## src/rtl/multicycle_controller.sv

```systemverilog
// -----------------------------------------------------------------------------
// multicycle_controller
//
// Control unit for the 16-bit multi-cycle accumulator CPU. A Moore FSM walks
// each instruction through FETCH -> DECODE -> one execute state, then returns
// to FETCH, so every instruction except HLT takes exactly three cycles. HLT
// parks the machine in HALT until reset.
//
// Instruction format: IR[15:13] opcode, IR[12:0] absolute address.
// Opcodes: 000 LDA, 001 STA, 010 ADD, 011 SUB, 100 AND, 101 JMP, 110 JZ, 111 HLT.
//
// Ports:
//   clk          in   system clock, rising edge
//   rst          in   synchronous, active-high reset; forces all outputs to 0
//   opcode[2:0]  in   IR[15:13] from the datapath (valid from DECODE onward)
//   PCWriteCond  out  PC load qualified by ALU zero
//   PCWrite      out  unconditional PC load
//   IorD         out  memory address select: 0=PC, 1=IR[12:0]
//   memRead      out  memory read enable
//   memWrite     out  memory write enable (data=ACC)
//   IRWrite      out  IR load
//   memToAcc     out  ACC source: 0=ALU, 1=MDR
//   accWrite     out  ACC load
//   ALUSrcA      out  0=PC, 1=ACC
//   ALUSrcB      out  0=MDR, 1=constant 1
//   PCSrc        out  0=ALU result, 1=IR[12:0]
//   ALUFunc[1:0] out  ALU operation code
//   halted       out  high while in HALT
// -----------------------------------------------------------------------------
module multicycle_controller (
  input  logic       clk,
  input  logic       rst,
  input  logic [2:0] opcode,
  output logic       PCWriteCond,
  output logic       PCWrite,
  output logic       IorD,
  output logic       memRead,
  output logic       memWrite,
  output logic       IRWrite,
  output logic       memToAcc,
  output logic       accWrite,
  output logic       ALUSrcA,
  output logic       ALUSrcB,
  output logic       PCSrc,
  output logic [1:0] ALUFunc,
  output logic       halted
);

  // ALU operation codes understood by the datapath.
  localparam logic [1:0] ALU_ADD   = 2'b00;
  localparam logic [1:0] ALU_SUB   = 2'b01;
  localparam logic [1:0] ALU_AND   = 2'b10;
  localparam logic [1:0] ALU_PASSA = 2'b11;

  // Instruction opcodes (IR[15:13]).
  localparam logic [2:0] OP_LDA = 3'b000;
  localparam logic [2:0] OP_STA = 3'b001;
  localparam logic [2:0] OP_ADD = 3'b010;
  localparam logic [2:0] OP_SUB = 3'b011;
  localparam logic [2:0] OP_AND = 3'b100;
  localparam logic [2:0] OP_JMP = 3'b101;
  localparam logic [2:0] OP_JZ  = 3'b110;
  localparam logic [2:0] OP_HLT = 3'b111;

  typedef enum logic [2:0] {
    S_FETCH   = 3'd0,
    S_DECODE  = 3'd1,
    S_LDA_WB  = 3'd2,
    S_STA_MEM = 3'd3,
    S_ALU_WB  = 3'd4,
    S_JMP_EX  = 3'd5,
    S_JZ_EX   = 3'd6,
    S_HALT    = 3'd7
  } state_e;

  // Bundle of every datapath strobe, so the per-state decode reads as a list.
  typedef struct packed {
    logic       pc_write_cond;
    logic       pc_write;
    logic       i_or_d;
    logic       mem_read;
    logic       mem_write;
    logic       ir_write;
    logic       mem_to_acc;
    logic       acc_write;
    logic       alu_src_a;
    logic       alu_src_b;
    logic       pc_src;
    logic [1:0] alu_func;
    logic       halted;
  } ctrl_t;

  state_e state_q, state_d;
  ctrl_t  ctrl;

  // State register.
  // NOTE: sequential state uses non-blocking (<=) so every flop samples the
  // pre-edge value of its inputs, independent of process evaluation order.
  // NOTE: reset is synchronous: it only takes effect on a rising clk edge.
  always_ff @(posedge clk) begin
    if (rst) begin
      state_q <= S_FETCH;
    end else begin
      state_q <= state_d;
    end
  end

  // Next-state and Moore output decode.
  // NOTE: every variable written here gets a default first, so no path
  // leaves a value unassigned and no latch is inferred.
  always_comb begin
    state_d       = state_q;
    ctrl          = '0;
    ctrl.alu_func = ALU_ADD;

    case (state_q)
      S_FETCH: begin
        // IR <= mem[PC]; PC <= PC + 1 through the ALU.
        ctrl.i_or_d    = 1'b0;
        ctrl.mem_read  = 1'b1;
        ctrl.ir_write  = 1'b1;
        ctrl.alu_src_a = 1'b0;
        ctrl.alu_src_b = 1'b1;
        ctrl.alu_func  = ALU_ADD;
        ctrl.pc_src    = 1'b0;
        ctrl.pc_write  = 1'b1;
        state_d        = S_DECODE;
      end

      S_DECODE: begin
        // MDR captures the operand at IR[12:0] while the opcode is decoded,
        // so the execute state can use it without an extra memory cycle.
        ctrl.i_or_d   = 1'b1;
        ctrl.mem_read = 1'b1;
        case (opcode)
          OP_LDA:                 state_d = S_LDA_WB;
          OP_STA:                 state_d = S_STA_MEM;
          OP_ADD, OP_SUB, OP_AND: state_d = S_ALU_WB;
          OP_JMP:                 state_d = S_JMP_EX;
          OP_JZ:                  state_d = S_JZ_EX;
          OP_HLT:                 state_d = S_HALT;
          default:                state_d = S_FETCH;
        endcase
      end

      S_LDA_WB: begin
        ctrl.mem_to_acc = 1'b1;
        ctrl.acc_write  = 1'b1;
        state_d         = S_FETCH;
      end

      S_STA_MEM: begin
        ctrl.i_or_d    = 1'b1;
        ctrl.mem_write = 1'b1;
        state_d        = S_FETCH;
      end

      S_ALU_WB: begin
        // ACC <= ACC op MDR; IR still holds this instruction, so the opcode
        // can select the ALU function directly.
        ctrl.alu_src_a  = 1'b1;
        ctrl.alu_src_b  = 1'b0;
        ctrl.mem_to_acc = 1'b0;
        ctrl.acc_write  = 1'b1;
        case (opcode)
          OP_SUB:  ctrl.alu_func = ALU_SUB;
          OP_AND:  ctrl.alu_func = ALU_AND;
          default: ctrl.alu_func = ALU_ADD;
        endcase
        state_d = S_FETCH;
      end

      S_JMP_EX: begin
        ctrl.pc_src   = 1'b1;
        ctrl.pc_write = 1'b1;
        state_d       = S_FETCH;
      end

      S_JZ_EX: begin
        // Pass ACC through the ALU so its zero flag gates the PC load.
        ctrl.alu_src_a     = 1'b1;
        ctrl.alu_func      = ALU_PASSA;
        ctrl.pc_src        = 1'b1;
        ctrl.pc_write_cond = 1'b1;
        state_d            = S_FETCH;
      end

      S_HALT: begin
        ctrl.halted = 1'b1;
        state_d     = S_HALT;
      end

      default: begin
        state_d = S_FETCH;
      end
    endcase
  end

  // While rst is high every output is forced low, including halted, so the
  // datapath sees no strobes regardless of the state held before reset.
  assign PCWriteCond = ~rst & ctrl.pc_write_cond;
  assign PCWrite     = ~rst & ctrl.pc_write;
  assign IorD        = ~rst & ctrl.i_or_d;
  assign memRead     = ~rst & ctrl.mem_read;
  assign memWrite    = ~rst & ctrl.mem_write;
  assign IRWrite     = ~rst & ctrl.ir_write;
  assign memToAcc    = ~rst & ctrl.mem_to_acc;
  assign accWrite    = ~rst & ctrl.acc_write;
  assign ALUSrcA     = ~rst & ctrl.alu_src_a;
  assign ALUSrcB     = ~rst & ctrl.alu_src_b;
  assign PCSrc       = ~rst & ctrl.pc_src;
  assign ALUFunc     = rst ? 2'b00 : ctrl.alu_func;
  assign halted      = ~rst & ctrl.halted;

endmodule

```

## config.mk

```make
export PLATFORM = sky130hd
export DESIGN_NAME = multicycle_controller
export DESIGN_NICKNAME = d
export VERILOG_FILES = /design/src/rtl/multicycle_controller.sv
export SDC_FILE = /design/constraint.sdc
export NUM_CORES = 1
export LEC_CHECK = 0
export BUFFER_PORTS_ARGS = -buffer_cell sky130_fd_sc_hd__buf_2
export CORE_AREA = 10 10 47 49
export DETAILED_ROUTE_END_ITERATION = 7
export DIE_AREA = 0 0 57 59
export PLACE_DENSITY = 0.55
export SETUP_SLACK_MARGIN = 0.15
export SLEW_MARGIN = 20
export SYNTH_ARGS = -nofsm -noshare
export SYNTH_HDL_FRONTEND = slang
export SYNTH_SLANG_ARGS = --single-unit
```

## constraint.sdc

```tcl
create_clock -name clk -period 1.6 [get_ports clk]
set_input_delay 0.16 -clock clk [delete_from_list [all_inputs] [get_ports clk]]
set_output_delay 0.16 -clock clk [all_outputs]
set_load 0.03 [all_outputs]
```

After elaboration in Yosys (flattened, before gate mapping):

Memory sizes are Yosys's and may differ from the RTL's.
Cells that the tools add are included.

* bits in registers: 3
* ROM bits: 24
* input bits: 5
* logic and storage cells: 44
* memories: 1

Memories
* (no name shown): depth 8, width 3, read ports 1, clocked after Yosys merged registers in 0, wr ports 0, line 135 `case (opcode)`

* equality and inequality tests: 9
* multiplexer cells: 14
* bitwise gates (word level): 12
* reductions and logical operators: 7

Operators by type and width (number)
* $eq 3x3->1 const B: 5
* $pmux 2 s2: 3
* $pmux 3 s4: 1
* $and 1x1->1: 11
* $reduce_or 2->1: 5
* $eq 3x2->1 const B: 3
* $mux 1: 9
* $reduce_or 5->1: 1
* $eq 3x1->1 const B: 1
* $logic_not 3->1: 1
* $mux 2: 1
* $not 1->1: 1

Depth between registers and ports, before layout:

Gate-level depths: netlist of run 1.

* depth in word-level cells: 4
* depth in mapped cells: 4

Worst setup path before layout of run 1:

Ideal clock, no wire load.

* path kind: register to output
* start point: register state_q[2]
* end point: output accWrite
* arrival time: 1.534 ns
* path slack: -0.094 ns
* stages on the path, launching flop included: 4
* path through: dfxtp_1 > buf_6 > nor4b_2 > o21bai_1

* cells in the longest elaborated chain, start to end: 3
* elaborated cells between the ends (all ways): 4
* those cells by class: eq/ne: 2; mux: 1; bitwise: 1

Ends and longest elaborated chain
* start: declaration: line 93 `state_e state_q, state_d;`
* start signal: assignment: line 104 `state_q <= state_d;`
* $eq 3x3->1 or $eq 3x2->1 (tied branches): line 116 `case (state_q)`
* $pmux 2 s2 *: line 116
* $and 1x1->1 *: line 208 `assign accWrite = ~rst & ctrl.acc_write;`
* end: declaration: line 41 `output logic accWrite,`

Mark *: on every way between the ends. The rest lies on a longest branch, timed or not.

Worst setup path after layout of run 1:

* start point: register state_q[0]
* end point: output accWrite

The elaborated chain is that of the path after synthesis.

==> results of run 1 <==
==> per-stage QoR <==
| stage | utilization, % | worst slack (ns) | instances | hold WS [ns] | power [uW] |
|---|---|---|---|---|---|
| global placement | 30.4 | 0.248 | 70 | 0.439 | 270 |
| CTS | 35.5 | 0.103 | 76 | 0.188 | 445 |
| global route | 37.6 | 0.0670 | 77 | 0.221 | 480 |
| detailed placement | 30.4 | 0.217 | 70 | 0.437 | 273 |
| floorplan | - | 0.0989 | 39 | 0.314 | 248 |
| finish | 37.6 | 0.129 | 77 | 0.196 | 448 |
==> cell type report <==
type,count,area (um2)
Sequential cell,3,65.1
Multi-Input combinational cell,28,229
Inverter,3,11.3
Clock buffer,4,26.3
Tap cell,16,20.0
Fill cell,154,875
Timing Repair Buffer,23,175
==> metal layers <==
layer	vias to the layer above	wire, um	track usage, %
met4	0	14	4.03
li1	177	-	-
met5	-	0	0
met3	2	92	2.58
met2	14	414	8.06
met1	152	396	6.19
==> layout by cell type, fill, tap and decap left out <==
| cell | Yosys | final |
|---|---|---|
| nand3b_1 | 2 | 2 |
| a21oi_1 | 4 | 2 |
| dfxtp_4 | 0 | 1 |
| buf_2 | 1 | 10 |
| o21bai_1 | 1 | 1 |
| dfxtp_1 | 3 | 1 |
| or3_1 | 2 | 2 |
| dfxtp_2 | 0 | 1 |
| xnor2_1 | 1 | 1 |
| clkbuf_1 | 0 | 1 |
| clkbuf_4 | 0 | 3 |
| ha_1 | 1 | 1 |
| buf_12 | 0 | 1 |
| nand2_1 | 1 | 1 |
| nor2_1 | 3 | 3 |
| nor3_1 | 2 | 2 |
| nor4_4 | 0 | 1 |
| or3b_4 | 1 | 1 |
| and4b_1 | 1 | 1 |
| a21oi_2 | 0 | 2 |
| buf_6 | 3 | 4 |
| nor4b_4 | 0 | 1 |
| xor2_1 | 1 | 1 |
| inv_1 | 3 | 3 |
| a311o_1 | 1 | 1 |
| nor3b_1 | 1 | 1 |
| buf_4 | 1 | 8 |
| nand2b_1 | 3 | 3 |
| or3b_2 | 1 | 1 |
==> worst paths after layout <==
path,start,cells past startpoint,slack (ns),to
max,state_q[0]$_SDFF_PP0_,3,0.13,accWrite
min,opcode[0],2,0.20,state_q[0]$_SDFF_PP0_
min reg2reg,state_q[1]$_SDFF_PP0_,2,0.57,state_q[1]$_SDFF_PP0_
max reg2reg,state_q[2]$_SDFF_PP0_,4,0.46,state_q[1]$_SDFF_PP0_
==> repair_timing <==
item | CTS | global route
endpoints found under the hold margin | 0 | 0
endpoints found under the setup margin | 9 | 10
pin swaps | 2 | 3
gates resized for setup | 8 | 11
setup buffers | 2 | 1
==> worst max-delay path, stage by stage, from the launching register on <==
cell and delay, ns:
dfxtp_4 0.36, or3b_4 0.40, o21bai_1 0.14, buf_4 0.18
==> power by group <==
| group | total (uW) | internal [uW] | leakage [uW] | switching [uW] |
|---|---|---|---|---|
| Combinational | 211 | 98.5 | 0.000212 | 113 |
| Sequential | 104 | 87.1 | 0.0000257 | 16.5 |
| Clock | 133 | 93.5 | 0.0000150 | 39.6 |
==> cells by family (layout without fill, tap and decap cells) <==
| family | Yosys count | in the layout | synth area share, % |
|---|---|---|---|
| AND/OR/NAND/NOR | 19 | 19 | 42.4 |
| buffers and inverters | 8 | 30 | 17.9 |
| AO/OA/AOI/OAI | 6 | 6 | 11.7 |
| flip-flops | 3 | 3 | 18.7 |
| XOR/XNOR | 2 | 2 | 5.45 |
| adder cells (fa/ha/maj) | 1 | 1 | 3.89 |
==> results_dict.tcl, run 1 <==
set metrics [dict create \
    status "finished, final reports clean" \
    synth_nets 45 \
    diodes 0 \
    drv_slew 0 \
    cts_tree "done" \
    ys.flop_type "dfxtp_1" \
    p_leak_uw 0.000252 \
    wire_per_inst_um 11.9 \
    synth_area_per_cell_um2 8.25 \
    numPortBuffers 18 \
    fin_area_um2 527 \
    via_count 345 \
    final_net_count 68 \
    drive_above_1_share_pct 55.7 \
    relSlewSlack_pct 80.2 \
    grt_start_max_net_pins 13 \
    synth_top_area_share_pct 18.7 \
    finalCritPeriodShare_pct 91.9 \
    regMostFlops "state_q" \
    gr-total-overflow 0 \
    worst_clock_skew_ns 0.00402 \
    dieHeight_um 59 \
    coreArea_um2 1400 \
    root_buffer "clkbuf_4" \
    via_per_inst 4.48 \
    maxCapViolCount 0 \
    cp_max_fo 6 \
    largest_reg_flops 3 \
    ys_async_sr_fraction_pct 0 \
    powerDensity_nw_per_um2 850 \
    synth.most_common_cell "a21oi_1" \
    num_rows 14 \
    die-area_um2 3360 \
    critPathKind "reg2out" \
    clk_path_buf_depth 2 \
    start_util_pct 22.9 \
    min_period_ns 1.47 \
    start_kind "flip-flop" \
    syn_area_um2 322 \
    gr-usage-all-layers_pct 5.54 \
    cts_sinks 3 \
    yosys_warnings 0 \
    synth_area_leader_cell "dfxtp_1" \
    holdCritPathClass "in2reg" \
    crit_arrival_ns 1.31 \
    hpwl_um 741 \
    yosys-top-cells-area "dfxtp_1 19%, buf_6 11%, a21oi_1 6.2%" \
    grt_pass1_wl_mm 1.52 \
    ios 19 \
    ys_types 23 \
    top_regs "state_q x3" \
    dpl_cell_area_um2 425 \
    routed_wl_um 917 \
    crit_path_end_kind "primary output" \
    rsz0062_at_grt "yes" \
    ir_worst_vdd_uv 321 \
    worst_slew_pin_slew_ns 0.295 \
    hold_buffers 0 \
    setup_tns_ns 0 \
    antenna_found_initial 0 \
    setup_viol 0 \
    crit_required_ns 1.44 \
    ys_seq_elements 3 \
    area_growth_pct 63.8 \
    worstSkewPairLatency_ns 0.23 \
    synthCells 39 \
    drtPass1Iterations 4 \
    die-width_um 57 \
    first_iter_violations 3 \
    fmax_mhz 680 \
    cts_made_buffers 3 \
    gp_congestion 0.721 \
    final_antenna_net_count 0 \
    post-route-drc-count 0 \
    synth-seq-area-share_pct 18.7 \
    path_clk_slew_ns 0.04 \
    grt_pass1_vias 368 \
    htreeDepth 1 \
    synth_edf_count 0 \
    finalHoldViolations 0 \
]
No activity file was read; power rests on OpenSTA's default activity.
==> run 2, diff against run 1 <==
==> constraint.sdc (replaced) <==
create_clock -name clk -period 1.8 [get_ports clk]
set_input_delay 0.18 -clock clk [delete_from_list [all_inputs] [get_ports clk]]
set_output_delay 0.18 -clock clk [all_outputs]
set_load 0.03 [all_outputs]
==> run 2 against run 1 <==
Compared with the run above:
- non-clock buffer count decreased by 4
- global-route usage decreased by 0.41 points
- hold slack improved by 0.029 ns
- combinational power decreased by 37%
- power decreased by 22%
- critical path type unchanged
- critical endpoint is now ALUFunc[1]
- largest power group unchanged
- highest routed layer is now met3
==> results_dict.tcl, run 2 (synthesis results as in run 1) <==
set metrics [dict create \
    worst_clock_skew_ns 0.00766 \
    powerDensity_nw_per_um2 808 \
    finalCritPeriodShare_pct 85.7 \
    coreArea_um2 1400 \
    rsz0062_at_grt "no" \
    diodes 0 \
    numPortBuffers 18 \
    r2r_slack_ns 0.71 \
    setup_tns_ns 0 \
    grt_start_max_net_pins 13 \
    worst_slew_pin_slew_ns 0.301 \
    path_clk_slew_ns 0.03 \
    setup_viol 0 \
    gr-total-overflow 0 \
    start_kind "flip-flop" \
    r2r_start "state_q[2]$_SDFF_PP0_" \
    antenna_found_initial 0 \
    ctsResizeCount 0 \
    wire_per_inst_um 12.4 \
    root_buffer "clkbuf_4" \
    post-route-drc-count 0 \
    final_antenna_net_count 0 \
    reg2reg_depth 3 \
    grt_pass1_vias 310 \
    placed_cells 69 \
    worstSkewPairLatency_ns 0.24 \
    cts_sinks 3 \
    fmax_mhz 648 \
    die-width_um 57 \
    final_cell_count_no_fill 73 \
    cp_max_fo 8 \
    r2r-end "state_q[0]$_SDFF_PP0_" \
    p_leak_uw 0.000222 \
    post_cts.repair.setup_buffers 0 \
    final_common_cell "buf_2" \
    gr-usage-all-layers_pct 5.12 \
    start_util_pct 22.9 \
    hpwl_um 725 \
    p_total_uw 351 \
    critPathKind "reg2out" \
    clk_path_buf_depth 2 \
    dieHeight_um 59 \
    final_core_util_pct 31.0 \
    first_iter_violations 6 \
    drv_slew 0 \
    top_regs "state_q x3" \
    fillers 175 \
    drtPass1Iterations 4 \
    gp_congestion 0.763 \
    hold_end "state_q[0]$_SDFF_PP0_" \
    layout_common_cells "17 x buf_2, 4 x a21oi_1, 4 x clkbuf_4" \
    cts_tree "done" \
    crit_path_end_kind "primary output" \
    hp-start "opcode[0]" \
    via_count 327 \
    finalHoldViolations 0 \
    min_period_ns 1.54 \
    final_net_count 64 \
    regMostFlops "state_q" \
    via_per_inst 4.48 \
    area_growth_pct 35.0 \
    cts_made_buffers 3 \
    ios 19 \
    die-area_um2 3360 \
    hold_buffers 0 \
    relSlewSlack_pct 79.8 \
    crit_required_ns 1.62 \
    drive_above_1_share_pct 50.9 \
    whs_path_depth 2 \
    routed_wl_um 908 \
    maxCapViolCount 0 \
    holdCritPathClass "in2reg" \
    grt_pass1_wl_mm 1.42 \
    status "finished, final reports clean" \
    crit_arrival_ns 1.36 \
    largest_reg_flops 3 \
    num_rows 14 \
    htreeDepth 1 \
    ir_worst_vdd_uv 396 \
]
run 2: cell types whose count changed in the layout (fill, tap and decap cells not counted):
cell / previous run / this run
dfxtp_2: 1 / 3
a21oi_1: 2 / 4
buf_12: 1 / 0
nor4_4: 1 / 0
nor4_2: 0 / 1
buf_4: 8 / 1
buf_2: 10 / 17
a21oi_2: 2 / 0
dfxtp_1: 1 / 0
buf_6: 4 / 0
clkbuf_4: 3 / 4
dfxtp_4: 1 / 0
run 2: worst max-delay path by stage:
stage	from	end	cells after the start
finish	state_q[0]$_SDFF_PP0_	ALUFunc[1]	3
global route	state_q[2]$_SDFF_PP0_	accWrite	4
CTS	state_q[0]$_SDFF_PP0_	accWrite	3
detailed placement	state_q[0]$_SDFF_PP0_	accWrite	3
global placement	state_q[0]$_SDFF_PP0_	accWrite	3
floorplan	state_q[0]$_SDFF_PP0_	IRWrite	3
run 2: area by class of cell:
cell class / count / area [um2] / share of cell area, %
clock buffers: 4 / 26.3 / 6.05
inverters: 3 / 11.3 / 2.59
well taps: 16 / 20.0 / 4.61
flip-flops and latches: 3 / 63.8 / 14.7
repair buffers: 19 / 100 / 23.1
multi-input cells: 28 / 213 / 49.0
run 2: stage by stage:
stage | hold slack (ns) | instance area, um2 | setup slack, ns
2_1_floorplan | 0.334 | 330 | 0.167
6_report | 0.224 | 434 | 0.257
3_3_place_gp | 0.462 | 402 | 0.430
5_1_grt | 0.257 | 434 | 0.179
3_5_place_dp | 0.471 | 402 | 0.415
4_1_cts | 0.228 | 428 | 0.163
run 2: metal layers:
layer / global-route usage [%] / share of wire [%] / vias up
met3: 1.50 / 4.4 / 0
li1: - / - / 169
met5: 0 / 0 / -
met4: 3.02 / 0 / 0
met1: 6.24 / 48 / 147
met2: 7.75 / 48 / 11
run 2: power by group:
group	internal (uW)	switching (uW)	total (uW)
clock network	83.2	36.7	120
logic	50.4	82.5	133
registers	77.2	21.1	98.3
run 2: worst max-delay path, stage by stage (launching register included):
cell,delay (ns)
dfxtp_2,0.36
or3b_4,0.43
a21oi_1,0.12
buf_2,0.21
